--- src/rtl/seq_cla_add_ctrl_pkg.sv ---
// Shared definitions for the sequential nibble-serial CLA adder:
// FSM state encodings, the nibble width and a helper that sizes
// the nibble index register.
package seq_cla_add_ctrl_pkg;

  // Width of one adder slice processed per RUN cycle.
  localparam int NIB_W = 4;

  typedef enum logic [1:0] {
    IDLE = 2'd0,
    RUN  = 2'd1,
    DONE = 2'd2
  } state_t;

  // Bits needed to count nibbles 0..width/NIB_W-1, never less than one.
  function automatic int idx_width(input int width);
    int nibs;
    nibs = width / NIB_W;
    return (nibs > 1) ? $clog2(nibs) : 1;
  endfunction

endpackage

--- src/rtl/seq_cla_add_ctrl_cla.sv ---
// cla_4_bit: single 4-bit carry-lookahead slice. Generate g = a & b and
// propagate p = a ^ b; every internal carry is a flat sum of products so
// no carry ripples between bit positions.
module cla_4_bit (
  input  logic [3:0] a,
  input  logic [3:0] b,
  input  logic       cin,
  output logic       cout,
  output logic [3:0] sum
);

  logic [3:0] g;
  logic [3:0] p;
  logic [4:0] c;

  assign g = a & b;
  assign p = a ^ b;

  assign c[0] = cin;
  assign c[1] = g[0] | (p[0] & c[0]);
  assign c[2] = g[1] | (p[1] & g[0]) | (p[1] & p[0] & c[0]);
  assign c[3] = g[2] | (p[2] & g[1]) | (p[2] & p[1] & g[0])
              | (p[2] & p[1] & p[0] & c[0]);
  assign c[4] = g[3] | (p[3] & g[2]) | (p[3] & p[2] & g[1])
              | (p[3] & p[2] & p[1] & g[0])
              | (p[3] & p[2] & p[1] & p[0] & c[0]);

  assign sum  = p ^ c[3:0];
  assign cout = c[4];

endmodule

--- src/rtl/seq_cla_add_ctrl.sv ---
// seq_cla_add_ctrl: sequential adder that processes one 4-bit nibble per
// clock through a single cla_4_bit slice, LSB nibble first.
//   IDLE --start--> RUN (WIDTH/4 cycles) --> DONE (one cycle, done=1) --> IDLE
// Optional feature macro SEQ_ADD_SUB_EN: adds the sub port; sub=1 at start
// latches ~b and forces carry-in to 1 so the result is a - b.
module seq_cla_add_ctrl
  import seq_cla_add_ctrl_pkg::*;
#(
  parameter int WIDTH = 16
) (
  input  logic             clk,
  input  logic             rst,
  input  logic             start,
  input  logic [WIDTH-1:0] a,
  input  logic [WIDTH-1:0] b,
  input  logic             cin,
`ifdef SEQ_ADD_SUB_EN
  input  logic             sub,
`endif
  output logic             busy,
  output logic             done,
  output logic [WIDTH-1:0] sum,
  output logic             cout,
  output logic             ovf
);

  localparam int NIBS  = WIDTH / NIB_W;
  localparam int IDX_W = idx_width(WIDTH);
  localparam logic [IDX_W-1:0] LAST_IDX = IDX_W'(NIBS - 1);

  state_t           state_q, state_d;
  logic [WIDTH-1:0] a_q, a_d;
  logic [WIDTH-1:0] b_q, b_d;
  logic [WIDTH-1:0] sum_q, sum_d;
  logic             carry_q, carry_d;
  logic [IDX_W-1:0] idx_q, idx_d;
  logic             cout_q, cout_d;
  logic             ovf_q, ovf_d;

  logic [NIB_W-1:0] a_nib;
  logic [NIB_W-1:0] b_nib;
  logic [NIB_W-1:0] nib_sum;
  logic             nib_cout;
  logic             nib_c_msb;

  // Select the operand nibbles addressed by the current nibble index.
  // NOTE: every signal driven from always_comb gets a default before any
  // branch; a path that leaves it unassigned would infer a latch.
  always_comb begin
    a_nib = '0;
    b_nib = '0;
    for (int k = 0; k < NIBS; k++) begin
      if (idx_q == IDX_W'(k)) begin
        a_nib = a_q[k*NIB_W +: NIB_W];
        b_nib = b_q[k*NIB_W +: NIB_W];
      end
    end
  end

  cla_4_bit u_cla (
    .a    (a_nib),
    .b    (b_nib),
    .cin  (carry_q),
    .cout (nib_cout),
    .sum  (nib_sum)
  );

  // Carry into the slice MSB recovered from its sum bit; on the last nibble
  // this is the carry into bit WIDTH-1 used for signed overflow.
  assign nib_c_msb = nib_sum[NIB_W-1] ^ a_nib[NIB_W-1] ^ b_nib[NIB_W-1];

  // Next-state and datapath update for IDLE / RUN / DONE.
  always_comb begin
    state_d = state_q;
    a_d     = a_q;
    b_d     = b_q;
    sum_d   = sum_q;
    carry_d = carry_q;
    idx_d   = idx_q;
    cout_d  = cout_q;
    ovf_d   = ovf_q;

    case (state_q)
      IDLE: begin
        if (start) begin
          state_d = RUN;
          a_d     = a;
`ifdef SEQ_ADD_SUB_EN
          // Subtraction as a + ~b + 1; the external carry-in is ignored.
          b_d     = sub ? ~b : b;
          carry_d = sub ? 1'b1 : cin;
`else
          b_d     = b;
          carry_d = cin;
`endif
          sum_d   = '0;
          idx_d   = '0;
          cout_d  = 1'b0;
          ovf_d   = 1'b0;
        end
      end

      RUN: begin
        for (int k = 0; k < NIBS; k++) begin
          if (idx_q == IDX_W'(k)) begin
            sum_d[k*NIB_W +: NIB_W] = nib_sum;
          end
        end
        carry_d = nib_cout;
        idx_d   = idx_q + 1'b1;
        if (idx_q == LAST_IDX) begin
          state_d = DONE;
          idx_d   = '0;
          cout_d  = nib_cout;
          ovf_d   = nib_c_msb ^ nib_cout;
        end
      end

      DONE: begin
        state_d = IDLE;
      end

      default: begin
        state_d = IDLE;
      end
    endcase
  end

  // State and datapath registers; reset clears everything and aborts a run.
  // NOTE: sequential state uses non-blocking assignments so every register
  // samples the pre-edge values regardless of statement order.
  always_ff @(posedge clk or posedge rst) begin
    if (rst) begin
      state_q <= IDLE;
      a_q     <= '0;
      b_q     <= '0;
      sum_q   <= '0;
      carry_q <= 1'b0;
      idx_q   <= '0;
      cout_q  <= 1'b0;
      ovf_q   <= 1'b0;
    end else begin
      state_q <= state_d;
      a_q     <= a_d;
      b_q     <= b_d;
      sum_q   <= sum_d;
      carry_q <= carry_d;
      idx_q   <= idx_d;
      cout_q  <= cout_d;
      ovf_q   <= ovf_d;
    end
  end

  assign busy = (state_q == RUN);
  assign done = (state_q == DONE);
  assign sum  = sum_q;
  assign cout = cout_q;
  assign ovf  = ovf_q;

endmodule

--- config.mk ---
export PLATFORM = sky130hd
export DESIGN_NAME = seq_cla_add_ctrl
export DESIGN_NICKNAME = d
export VERILOG_FILES = /design/src/rtl/seq_cla_add_ctrl_pkg.sv /design/src/rtl/seq_cla_add_ctrl_cla.sv /design/src/rtl/seq_cla_add_ctrl.sv
export SDC_FILE = /design/constraint.sdc
export NUM_CORES = 1
export LEC_CHECK = 0
export BUFFER_PORTS_ARGS = -buffer_cell sky130_fd_sc_hd__buf_2
export CORE_ASPECT_RATIO = 1.75
export CORE_MARGIN = 2
export CORE_UTILIZATION = 58
export DETAILED_ROUTE_END_ITERATION = 8
export PLACE_DENSITY = 0.87
export SYNTH_ARGS = -nofsm -noshare
export SYNTH_HDL_FRONTEND = slang
export SYNTH_HIERARCHICAL = 1
export SYNTH_SLANG_ARGS = --single-unit
export TNS_END_PERCENT = 50
--- constraint.sdc ---
create_clock -name clk -period 7.99 [get_ports clk]
set_clock_uncertainty 0.2 [all_clocks]
set_input_delay 0.3995 -clock clk [delete_from_list [all_inputs] [get_ports clk]]
set_output_delay 0.3995 -clock clk [all_outputs]
set_load 0.02 [all_outputs]
==> run summary <==
STATUS
------------------------------------------------------------------------------------
Status                                                                  finished clean

LOGIC SYNTHESIS
------------------------------------------------------------------------------------
Post-synth top area cell                                                     dfrtp_1
Gate count of the mapped netlist                                                 219
Parity-gate share of the synthesized area counting xor and xnor cells        0.02024
Main combinational cell family by area after synthesis                  compound AO/OA/AOI/OAI gates
Synthesized-area fraction occupied by ao, oa, aoi and oai cells               0.1547
Area share of the leading cell type in the synthesized netlist                0.5301
Adder-Cell Fraction of Synth Area                                            0.04627
Simple-gate portion of the synthesized area                                  0.07807
Syn nets                                                                         264
Fraction of synthesized area in multiplexers                                  0.1345
Avg Inst Size Synth                                                        11.85 um2
Netlist cell types                                                                33
Flip-flop and latch count after synthesis                                         55
Number of warnings issued by yosys                                                 6
Proportion of synthesized chip area in sequential cells                       0.5301
Post-Synthesis Cell Area                                                0.002596 mm2
Ranking of synthesized cells by area                                    dfrtp_1, mux2_2, a22o_1

FLOORPLAN
------------------------------------------------------------------------------------
Die width                                                                   54.58 um
Die Outline Area                                                        0.005048 mm2
Core area                                                               0.004364 mm2
Total I/O pin count                                                               56
Row count                                                                         32
Initial standard-cell utilization of the core                                 0.5949
Chip height                                                                 92.51 um

CLOCKING
------------------------------------------------------------------------------------
Clock sinks                                                                       55
Clock slew at reported path FFs                                              0.09 ns
Resized Gates After CTS                                                            0
Maximum clock insertion buffer count                                               2
Clock tree root driver cell                                                 clkbuf_8
Setup Fix Bufs, Post-CTS                                                           0
Clock tree from TritonCTS                                                       done
CTS Hold Bufs                                                                      0
Clock buffer count from CTS                                                        5
H-tree levels                                                                      2
Insertion delay to the later sink of the worst-skew pair                     0.31 ns

GRT
------------------------------------------------------------------------------------
Number of global-route vias before repair                                       1962
Layer with the highest usage after global routing                               met2
Met2 Resource Use GR                                                          0.4016
Met1 track demand over resource                                               0.2811
Largest net degree at the start of global routing                                 56
Global-route usage over all layers                                            0.2473
Met3 Usage GRT                                                               0.05161
First-pass GRT wire length                                                   9032 um
Number of antenna violations at the first check in global routing                  0
Overflow after GRT                                                                 0

CRITICAL PATH
------------------------------------------------------------------------------------
Worst Path Required                                                          7.99 ns
Maximum fanout along the worst path                                               14
Sequence of cells on the critical path                                  inv_1 > ha_1 > and2b_2 > a22oi_1 > nor2_1 > a21oi_1 > o21ai_0 > ha_1 > a21o_1 > a31o_1 > xor2_1 > xor2_1 > xnor2_1 > xnor2_1 > a22o_1
Slowest stage cell, crit path                                                dfrtp_1
Largest incremental delay on the critical path                               0.41 ns
CP Capture Type                                                            flip-flop
Startpoint kind of the worst setup timing path                             flip-flop
Kind of critical path                                                     reg -> reg
Arr. time, crit path                                                         3.89 ns

TIMING
------------------------------------------------------------------------------------
Setup repair after global routing missed its margin                               no
Endpoints failing setup                                                            0
Part of the cycle the worst path needs                                        0.4860
Shortest clock period the worst path allows after layout                    3.883 ns
Worst-case headroom to the max-slew limit                                     0.2857
Worst Max-Slew Pin Slew                                                     1.070 ns
Max-slew violations                                                                0
Number of hold-slack violations in the final timing report                         0
Setup TNS                                                                       0 ns
Max Fclk                                                                  0.2575 GHz

POWER AND IR DROP
------------------------------------------------------------------------------------
Peak supply drop                                                           0.3303 mV
Power per cell area                                                     500.4 mW/mm2
P_leak                                                                      1.456 nW

DETAILED ROUTING
------------------------------------------------------------------------------------
Number of design rule violations left after detail routing                         0
Router iterations before antenna repair                                            4
Post-DRT Antenna Nets                                                              0
Total routed wirelength                                                      5172 um
Detailed-route via count                                                        1834
WL per Instance                                                             16.01 um
Avg Vias per Cell                                                              5.678
Initial DRC Count                                                                 39

PLACEMENT
------------------------------------------------------------------------------------
IO Port Bufs                                                                      55
Cell area after placement                                               0.002900 mm2
Detailed placer's ending HPWL                                                3897 um
Weighted congestion at the end of routability-driven global placement         0.7945

CELLS AND AREA
------------------------------------------------------------------------------------
Layout area overhead                                                          15.71%
Area of all placed cells without fillers                                0.003004 mm2
Layout cell share with drive strength beyond 1                                0.3750
Number of nets in the layout                                                     316
Final-layout fill cell count                                                     336
Number of diodes added for antenna fixing                                          0

HOLD PATH
------------------------------------------------------------------------------------
Hold WC Path Type                                                          in -> reg

RUN
------------------------------------------------------------------------------------
Number of maximum-capacitance violations                                           0

==> cells by family (layout without fill, tap and decap cells) <==
logic type,count (synthesis),after routing
adders and majority gates,9,9
DFF,55,55
xor gates and xnor gates,6,6
and+or+nand+nor,40,40
AOI/OAI and AO/OA,55,55
muxes,31,31
buffers and inverters,23,76
==> per-layer routing <==
layer | vias up | routed length (um)
met2 | 55 | 2702
met3 | 22 | 204
met5 | - | 0
met4 | 0 | 311
li1 | 873 | -
met1 | 884 | 1954
==> registers in the layout (all words and copies together), names as in the netlist <==
signal   cells
a_q         16
b_q         16
sum         16
idx_q        2
state_q      2
carry_q      1
cout         1
ovf          1
==> cell usage after synthesis, drive strengths merged <==
cell    count
dfrtp      55
mux2       31
a22o       18
nand2      17
a21oi      13
inv        12
o21ai      10
nor2        9
ha          8
buf         7
nand3b      6
a22oi       4
and2        4
clkbuf      4
xnor2       4
a21o        3
o31ai       2
xor2        2
a211o       1
a221oi      1
a31o        1
and2b       1
fa          1
nand2b      1
nor2b       1
nor3b       1
o21bai      1
o22ai       1
==> cells in the final DEF, fill, tap and decap left out, drive strengths merged <==
master    netlist  layout
o21ai          10      10
nand3b          6       6
and2b           1       1
a22o           18      18
ha              8       8
clkinvlp        0       1
a21o            3       3
a211o           1       1
inv            12      12
and2            4       4
nor3b           1       1
nor2            9       9
nand2b          1       1
buf             7      56
dfrtp          55      55
o31ai           2       2
a31o            1       1
o22ai           1       1
a22oi           4       4
a221oi          1       1
nand2          17      17
nor2b           1       1
a21oi          13      13
clkbuf          4       7
xor2            2       2
mux2           31      31
xnor2           4       4
fa              1       1
o21bai          1       1
==> path summary, 6_finish.rpt <==
| path | start | end | slack, ns | cells after the start |
|---|---|---|---|---|
| hold / removal | b[15] | b_q[15] | 0.09 | 3 |
| min in group asynchronous | rst | b_q[3] | 0.15 | 2 |
| setup reg to reg | idx_q[1] | ovf | 4.11 | 15 |
| max in group asynchronous | rst | a_q[5] | 6.79 | 2 |
| setup / recovery | idx_q[1] | ovf | 4.11 | 15 |
| hold reg to reg | sum[0] | sum[0] | 0.30 | 1 |
==> where the power goes <==
group          switching (W)  internal, W  total [W]
registers          0.0000858     0.000406   0.000492
clock network      0.0000868    0.0000789   0.000166
logic               0.000471     0.000375   0.000846
==> metrics by stage <==
| stage | instances | setup slack [ns] | utilization | hold WS (ns) | power, W |
|---|---|---|---|---|---|
| CTS | 323 | 4.147 | 0.6884 | 0.09679 | 0.001507 |
| floorplan | 219 | 4.684 | - | 0.2688 | 0.001132 |
| global route | 323 | 3.846 | 0.6884 | 0.1027 | 0.001621 |
| global placement | 315 | 4.386 | 0.6646 | 0.2806 | 0.001294 |
| finish | 323 | 4.107 | 0.6884 | 0.09389 | 0.001503 |
| detailed placement | 315 | 4.171 | 0.6646 | 0.2827 | 0.001337 |
==> worst max-delay path, delay by kind of cell, from the launching register on <==
family | cells | cell delay [ns]
adders and majority gates | 2 | 0.79
and+or+nand+nor | 2 | 0.36
xor gates and xnor gates | 4 | 0.90
AOI/OAI and AO/OA | 6 | 1.00
buffers and inverters | 1 | 0.11
DFF | 1 | 0.41
==> cell type report <==
| class | instances | area (um2) | share of cell area |
|---|---|---|---|
| Clock inverter | 1 | 7.507 | 0.002499 |
| Multi-Input combinational cell | 141 | 1132 | 0.3769 |
| Inverter | 12 | 45.04 | 0.01499 |
| Sequential cell | 55 | 1376 | 0.4581 |
| Clock buffer | 7 | 96.34 | 0.03207 |
| Timing Repair Buffer | 56 | 282.8 | 0.09413 |
| Tap cell | 51 | 63.81 | 0.02124 |
No activity file was read; power rests on OpenSTA's default activity.
